**src/rtl/cdc_sync_filt.sv**
```systemverilog
// cdc_sync_filt
//   Multi-channel synchroniser for independent asynchronous single-bit inputs.
//   Each channel runs through a STAGES-deep metastability chain, then a glitch
//   filter that commits a new level only after the synchronised input has
//   differed from the committed level on filt_len+1 consecutive edges.
//   Every commit produces a registered one-cycle rise or fall pulse.
//
// Ports
//   clk       sampling / system clock
//   rst       synchronous, active-high reset
//   din       [CH]     asynchronous inputs (no timing relation to clk)
//   filt_len  [FILT_W] glitch threshold, quasi-static, shared by all channels
//   dout      [CH]     filtered, synchronised level
//   rise      [CH]     one-cycle pulse on a committed 0->1 transition
//   fall      [CH]     one-cycle pulse on a committed 1->0 transition
//   chg                OR of all rise/fall bits
module cdc_sync_filt #(
  parameter int            CH      = 8,
  parameter int            STAGES  = 2,
  parameter int            FILT_W  = 4,
  parameter logic [CH-1:0] RST_VAL = '0
) (
  input  logic              clk,
  input  logic              rst,
  input  logic [CH-1:0]     din,
  input  logic [FILT_W-1:0] filt_len,
  output logic [CH-1:0]     dout,
  output logic [CH-1:0]     rise,
  output logic [CH-1:0]     fall,
  output logic              chg
);

  generate
    if (STAGES < 2) begin : g_bad_stages
      $error("cdc_sync_filt: STAGES must be at least 2");
    end
  endgenerate

  // Synchroniser chain: sync_p0[0] samples din, sync_p0[STAGES-1] is the
  // synchronised level. Flops only, nothing in between.
  (* ASYNC_REG = "TRUE" *) logic [CH-1:0] sync_p0 [STAGES];

  always_ff @(posedge clk) begin
    if (rst) begin
      for (int k = 0; k < STAGES; k++) sync_p0[k] <= RST_VAL;
    end else begin
      sync_p0[0] <= din;
      for (int k = 1; k < STAGES; k++) sync_p0[k] <= sync_p0[k-1];
    end
  end

  logic [CH-1:0] s_p0;
  assign s_p0 = sync_p0[STAGES-1];

  // Glitch filter and event generation.
  // The >= comparison means a threshold lowered below an in-flight count
  // commits on the next edge; the count never exceeds filt_len, so it never
  // wraps.
  logic [CH-1:0]     lvl_p1;
  logic [CH-1:0]     rise_p1;
  logic [CH-1:0]     fall_p1;
  logic [FILT_W-1:0] cnt_p1 [CH];

  always_ff @(posedge clk) begin
    if (rst) begin
      lvl_p1  <= RST_VAL;
      rise_p1 <= '0;
      fall_p1 <= '0;
      for (int i = 0; i < CH; i++) cnt_p1[i] <= '0;
    end else begin
      rise_p1 <= '0;
      fall_p1 <= '0;
      for (int i = 0; i < CH; i++) begin
        if (s_p0[i] == lvl_p1[i]) begin
          cnt_p1[i] <= '0;
        end else if (cnt_p1[i] >= filt_len) begin
          lvl_p1[i]  <= s_p0[i];
          cnt_p1[i]  <= '0;
          rise_p1[i] <= s_p0[i];
          fall_p1[i] <= ~s_p0[i];
        end else begin
          cnt_p1[i] <= cnt_p1[i] + 1'b1;
        end
      end
    end
  end

  assign dout = lvl_p1;
  assign rise = rise_p1;
  assign fall = fall_p1;
  assign chg  = |(rise_p1 | fall_p1);

endmodule

```
**config.mk**
```make
export PLATFORM = sky130hd
export DESIGN_NAME = cdc_sync_filt
export DESIGN_NICKNAME = d
export VERILOG_FILES = /design/src/rtl/cdc_sync_filt.sv
export SDC_FILE = /design/constraint.sdc
export NUM_CORES = 1
export LEC_CHECK = 0
export CAP_MARGIN = 10
export CORE_MARGIN = 4
export CORE_UTILIZATION = 38
export CTS_CLUSTER_SIZE = 8
export DETAILED_ROUTE_END_ITERATION = 10
export PLACE_DENSITY = 0.56
export SETUP_SLACK_MARGIN = 0.5
export SLEW_MARGIN = 5
export SYNTH_ARGS = -nofsm -noshare
export SYNTH_HDL_FRONTEND = slang
export SYNTH_SLANG_ARGS = --single-unit
```
**constraint.sdc**
```tcl
create_clock -name clk -period 3.2 [get_ports clk]
set_input_delay 0.64 -clock clk [delete_from_list [all_inputs] [get_ports clk]]
set_output_delay 0.64 -clock clk [all_outputs]
set_load 0.03 [all_outputs]
```
**Word-level counts from Yosys, hierarchy flattened**

Memory sizes are Yosys's and may differ from the RTL's.
Index checks and enable logic that the tools add are counted.

- Bits in writable memories: 48
- Register bits after elaboration: 24
- Memories kept: 2
- Word-level logic and storage cells: 235
- Output and inout port bits: 25

- Equality and inequality tests: 8
- Reduce and logical (&&, ||, !) cells: 17
- Order comparisons: 8
- Bitwise operators: 51
- Mux-type cells: 117
- $add $sub $neg: 8

Memories:

| name | depth | bits a word | read ports | clocked after Yosys merged registers in | write ports | line | RTL |
|---|---|---|---|---|---|---|---|
| cnt_p1 | 8 | 4 | 8 | 0 | 8 | 62 | `logic [FILT_W-1:0] cnt_p1 [CH];` |
| sync_p0 | 2 | 8 | 2 | 0 | 2 | 41 | `(* ASYNC_REG = "TRUE" *) logic [CH-1:0] sync_p0 [STAGES];` |

Operators with widths:

| kind | number |
|---|---|
| $mux W4 | 24 |
| $mux W1 | 91 |
| $add A4 B1 Y4 const B | 8 |
| $ge A4 B4 Y1 | 8 |
| $or A1 B1 Y1 | 26 |
| $not A1 Y1 | 24 |
| $reduce_or A3 Y1 | 8 |
| $mux W8 | 2 |
| $reduce_and A2 Y1 | 8 |
| $eq A1 B1 Y1 | 8 |
| $or A8 B8 Y8 | 1 |
| $reduce_or A8 Y1 | 1 |

**Logic depth before layout (Yosys ltp)**

Gate-level depths: netlist of the first run.

- Depth in word-level cells: 7
- Mapped depth: 6
- Gate-level depth less buffers: 6

**Worst setup path before layout of the first run**

No wires, ideal clock.

- Kind: in2reg
- From: input filt_len[1]
- To: memory cnt_p1[2][2] (netlist: cnt_p1[0][10]), data pin
- Setup time: 0.133 ns
- Arrival: 1.932 ns
- Data required time: 3.067 ns
- Cell stages on the path: 6
- Slack: 1.135 ns
- Path through: inv_1 > ha_1 > nor2b_1 > o211a_1 > a211oi_2 > and3_1

RTL lines:

| item | line | RTL |
|---|---|---|
| start, declared | 26 | `input logic [FILT_W-1:0] filt_len,` |
| end, declared | 62 |  |

**Final worst setup path of the first run**

- From: register fall_p1[4] (netlist: fall[4])
- To: output chg

- Longest elaborated chain between the ends: 2

Ends and longest elaborated chain:

| item | line | RTL |
|---|---|---|
| start, declared | 61 | `logic [CH-1:0] fall_p1;` |
| start signal, assigned by index | 80 | `fall_p1[i] <= ~s_p0[i];` |
| $or A8 B8 Y8 | 91 | `assign chg = \|(rise_p1 \| fall_p1);` |
| $reduce_or A8 Y1 | 91 |  |
| end, declared | 30 | `output logic chg` |

Every way passes these cells.

==> results of run 1 <==
[flip-flops by register name, indices dropped and copies added, names as in the netlist]
signal and cells:
cnt_p1 32, sync_p0 16, dout 8, fall 8
rise 8
[cells by family after synthesis]
group                      share of synthesized area, %
muxes                                              2.00
DFF                                                50.2
other                                             0.107
adders and majority gates                          14.3
xor gates and xnor gates                           4.24
and+or+nand+nor                                    20.2
AOI/OAI and AO/OA                                  7.13
buffers and inverters                              1.85
[final timing paths]
| kind | startpoint | cells after the start | slack, ps | endpoint |
|---|---|---|---|---|
| setup / recovery | fall[4] | 3 | 510 | chg |
| hold / removal | sync_p0[0][0] | 1 | 440 | sync_p0[0][8] |
| setup reg to reg | cnt_p1[0][0] | 6 | 1300 | cnt_p1[0][1] |
| hold reg to reg | sync_p0[0][0] | 1 | 440 | sync_p0[0][8] |
[per-stage QoR]
step / worst slack (ps) / std cells / hold WS [ps]
CTS: 515 / 505 / 439
finish: 511 / 505 / 436
detailed placement: 394 / 489 / 422
global route: 474 / 505 / 464
global placement: 436 / 489 / 420
floorplan: 1140 / 345 / 414
[cell type report]
class,instances,area [sq um],area share (%)
Sequential cell,72,1760,40.7
Tap cell,108,135,3.12
Multi-Input combinational cell,256,1810,41.8
Clock buffer,11,131,3.03
Timing Repair Buffer,42,405,9.36
Inverter,11,41.3,0.953
Clock inverter,5,47.5,1.10
[routing by layer]
layer	up-vias	track usage, %
met2	40	20.5
met4	0	4.18
met5	-	0
met3	7	4.03
met1	1095	17.0
li1	1240	-
[where the power goes]
part | internal (mW) | switching [mW] | total [mW] | leakage [nW]
clock | 0.353 | 0.325 | 0.679 | 0.0922
sequential | 0.993 | 0.0253 | 1.02 | 0.656
combinational | 0.107 | 0.118 | 0.225 | 1.08
[cells in the final DEF (no fill, tap or decap), types with 2 or more instances in the layout]
cell and instances:
or2_2 4, o211a_1 2, clkbuf_8 9, buf_4 4, a2111oi_0 3, edfxtp_1 32, mux2i_1 7, a31o_2 2
xnor2_1 9, nand2b_1 32, a21oi_1 9, xor2_1 8, clkinv_1 2, nor3_1 14, nand3_1 10, conb_1 32
clkbuf_1 2, a211oi_2 2, dfxtp_1 40, clkinv_2 2, nor2b_1 19, ha_1 40, o21a_1 5, o21ai_0 5
inv_1 11, clkdlybuf4s50_1 37, nor4_1 4, nor2_1 23, and3_1 15
==> results by group, run 1 <==
Status
  • Status: finished clean

Die
  • Die Wd: 104 um
  • Initial Utilization: 39.7%
  • Die area: 10,800 sq um
  • Rows: 34
  • Core Region: 8850 sq um
  • Io pins: 39
  • Die height: 104 um

Clocking
  • Worst-path clk slew: 70 ps
  • Total clock sinks: 72
  • CTS tree: yes
  • Post-CTS Setup Bufs: 0
  • CTS buffer count: 9
  • Hold_buf cts: 0
  • Root Buffer: clkbuf_8
  • Clock Latency Late Sink: 330 ps
  • Clock Tree Buf Depth: 2
  • H-Tree Depth: 3
  • Resized cells post-CTS: 0

Yosys
  • Largest cells by area after synthesis: edfxtp_1 27%, dfxtp_1 23%, ha_1 14%
  • Post-synthesis sequential area ratio: 50.2%
  • Area share of the largest cell type after synthesis: 27.4%
  • Post-synthesis register bit count: 72
  • Synth Flop Type: dfxtp_1
  • EDFF count, synth: 32
  • Mapped Area: 3510 sq um
  • Synth warnings: 0
  • Synth cell count leaders: 40 x dfxtp_1, 40 x ha_1, 32 x edfxtp_1, 32 x nand2b_1, 23 x nor2_1
  • Synth area leader: edfxtp_1
  • Distinct cells, synth: 34
  • Syn Area/Cell: 11.2 sq um
  • Asr flop ratio synth: 0%
  • Mapped Cells: 314

Timing
  • Final hold violations: 0
  • Max transition margin: 51.4%
  • Worst-margin pin slew: 729 ps
  • Slew Limit Fails: 0
  • Setup Skew: 6.80 ps
  • Final setup vio count: 0
  • FMAX: 0.372 GHz
  • Crit path time final: 2690 ps
  • Unrepaired setup endpoints after global routing: yes
  • Final period utilization: 84.0%
  • TNS Setup: 0 ps

Placed design
  • Area after DPL: 4140 sq um
  • HPWL after DPL: 4.98 mm
  • Routability cong.: 0.761
  • PortBufs: 38

Drt
  • Routed met2 length: 2.91 mm
  • Antenna viol nets, final: 0
  • M1 wire length: 3.37 mm
  • Drt pass-1 iters: 4
  • Met3 Wirelength: 299 um
  • DRC violation count after routing: 0
  • Top sig layer: met4
  • Final WL: 6.67 mm
  • Iteration-0 DRC Markers: 50
  • Via count: 2,382
  • DR WL/cell: 13.2 um
  • Routed vias/inst: 4.72

Setup path
  • Top delay family on crit path: simple AND/OR/NAND/NOR gates
  • Worst Setup Start Kind: flip-flop
  • WP data arrival: 2050 ps
  • CP Capture Type: output pin
  • Slowest CP cell: clkdlybuf4s50_1
  • Buf/Inv on CP: 1
  • Crit path largest cell delay: 650 ps
  • WS Path Type: reg2out
  • Crit path required time: 2560 ps
  • Crit-path max FO: 2
  • Critical Path, Cell by Cell: nor4_1 -> nand4_1 -> clkdlybuf4s50_1

Pwr
  • Leakage: 1.83 nW
  • Tot Pwr: 1.92 mW
  • Worst VDD drop: 0.000209 V
  • Power Dens Cells: 444 nW/um^2

Cells and area
  • Design Area, Final: 4330 sq um
  • Layout cells sized above 1: 7.05%
  • Area Overhead vs Synth: 23.3%
  • Fillers: 825
  • Finished Core Util: 48.9%
  • N_diodes: 0
  • NumNets Final: 446

Flow run
  • Max Cap Viol: 0

Global route
  • Largest net degree at the start of global routing: 43
  • Antenna violations before repair: 0
  • First-pass GRT wire length: 11.3 mm
  • Global route overflow: 0
  • GRT Util Overall: 13.0%
  • Vias in the first global route: 2,441

Hold path
  • Hold WC Path Type: reg2reg
Power figures use the tool's default switching activity.
==> run 2: changes to the inputs <==
==> constraint.sdc (replaced) <==
create_clock -name clk -period 2.6 [get_ports clk]
set_input_delay 0.52 -clock clk [delete_from_list [all_inputs] [get_ports clk]]
set_output_delay 0.52 -clock clk [all_outputs]
set_load 0.03 [all_outputs]
==> results by group, run 2 (synthesis gave the netlist of run 1 again) <==
Status
  • Status: finished clean

Placed design
  • Area after DPL: 4220 sq um
  • PortBufs: 38
  • HPWL after DPL: 5.15 mm
  • Routability cong.: 0.733
  • Place WS: 34.8 ps

Cells and area
  • Fillers: 815
  • Commonest non-fill, non-tap cells in the layout: 40 x dfxtp_1, 33 x ha_1, 32 x edfxtp_1, 32 x conb_1, 32 x clkdlybuf4s50_1
  • Most common cell after layout, fill and taps aside: dfxtp_1
  • Finished Core Util: 53.1%
  • Most flop-heavy register: cnt_p1
  • NumNets Final: 463
  • Max reg flops: 32
  • Largest regs: cnt_p1 x32, sync_p0 x16
  • Area occupied by multi-input gates: 2030 sq um
  • Layout cells sized above 1: 16.9%
  • Sequential standard cell area: 1760 sq um
  • Area Overhead vs Synth: 33.7%
  • Design Area, Final: 4700 sq um
  • N_diodes: 0

Setup path
  • Buf/Inv on CP: 1
  • CP Capture Type: output pin
  • Crit path required time: 2080 ps
  • Crit path launch: rise[1]
  • Critical Path, Cell by Cell: clkdlybuf4s50_1
  • WS Path Type: reg2out
  • WP data arrival: 1450 ps
  • Crit-path max FO: 2
  • R2r startpoint: cnt_p1[1][4]
  • Worst Setup Start Kind: flip-flop
  • Crit path largest cell delay: 700 ps
  • Top delay family on crit path: buffers and inverters
  • Slowest CP cell: clkdlybuf4s50_1

Global route
  • Global route overflow: 0
  • Global routing usage on met1: 18.5%
  • First-pass GRT wire length: 12.1 mm
  • Antenna violations before repair: 0
  • GRT Util Overall: 13.8%
  • Vias in the first global route: 2,444
  • Global routing's busiest layer: met2
  • Largest net degree at the start of global routing: 45
  • Met3 usage: 3.17%
  • Grt met2 use: 22.2%

Timing
  • Final setup margin: 635 ps
  • Unrepaired setup endpoints after global routing: no
  • FMAX: 0.509 GHz
  • Max transition margin: 50.3%
  • Worst-margin pin slew: 745 ps
  • Final setup vio count: 0
  • Slew Limit Fails: 0
  • TNS Setup: 0 ps
  • Final hold violations: 0
  • Setup Skew: 6.61 ps
  • Crit path time final: 1970 ps
  • Final period utilization: 75.6%
  • Hold slack final: 440 ps

Drt
  • Iteration-0 DRC Markers: 44
  • DRC violation count after routing: 0
  • Final WL: 7.11 mm
  • DR WL/cell: 13.6 um
  • Antenna viol nets, final: 0
  • Drt pass-1 iters: 4
  • Routed vias/inst: 4.73
  • Via count: 2,471

Die
  • Io pins: 39
  • Core Region: 8850 sq um
  • Initial Utilization: 39.7%
  • Rows: 34
  • Die area: 10,800 sq um
  • Die Wd: 104 um
  • Die height: 104 um

Clocking
  • CTS buffer count: 9
  • H-Tree Depth: 3
  • Clock Tree Buf Depth: 2
  • Hold_buf cts: 0
  • Root Buffer: clkbuf_8
  • Total clock sinks: 72
  • Clock Latency Late Sink: 330 ps
  • Worst-path clk slew: 70 ps
  • CTS tree: yes

Pwr
  • Leakage: 1.98 nW
  • Worst VDD drop: 0.000241 V
  • Power Dens Cells: 506 nW/um^2

Hold path
  • Hold WC Path Type: reg2reg
  • Hold path startpoint: sync_p0[0][0]

Flow run
  • Max Cap Viol: 0
run 2: routing by layer:
metal / part of all wire, % / vias to the layer above / routed length [um]
met5: 0 / - / 0
met1: 48 / 1143 / 3440
met3: 3.8 / 10 / 267
li1: - / 1276 / -
met4: 1.4 / 0 / 100
met2: 46 / 42 / 3300
run 2: where the power goes:
part | switching [mW] | leakage [nW] | internal, mW
clock | 0.396 | 0.0899 | 0.367
sequential | 0.0343 | 0.656 | 1.22
combinational | 0.170 | 1.23 | 0.188
run 2: repair_timing:
item | in CTS | in global routing
pin swaps | 4 | 6
resized for setup | 30 | 23
buffers inserted | 3 | 4
setup endpoints to repair | 44 | 45
run 2: final cells by class:
type / count / share of cell area [%]
Tap cell: 108 / 2.88
Clock buffer: 12 / 3.09
Timing Repair Buffer: 59 / 12.0
Multi-Input combinational cell: 256 / 43.2
Clock inverter: 4 / 0.426
Sequential cell: 72 / 37.5
Inverter: 11 / 0.959
run 2: metrics by stage:
step | power, mW | cells
after CTS | 2.38 | 518
after global placement | 1.57 | 499
after floorplan | 1.46 | 345
final | 2.38 | 522
after detailed placement | 1.58 | 499
after global routing | 2.52 | 522
run 2: final timing paths:
kind	end	cells past startpoint	slack, ps
max reg2reg	cnt_p1[1][4]	6	760
max	rise[1]	1	630
min reg2reg	sync_p0[0][8]	1	440
min	sync_p0[0][8]	1	440
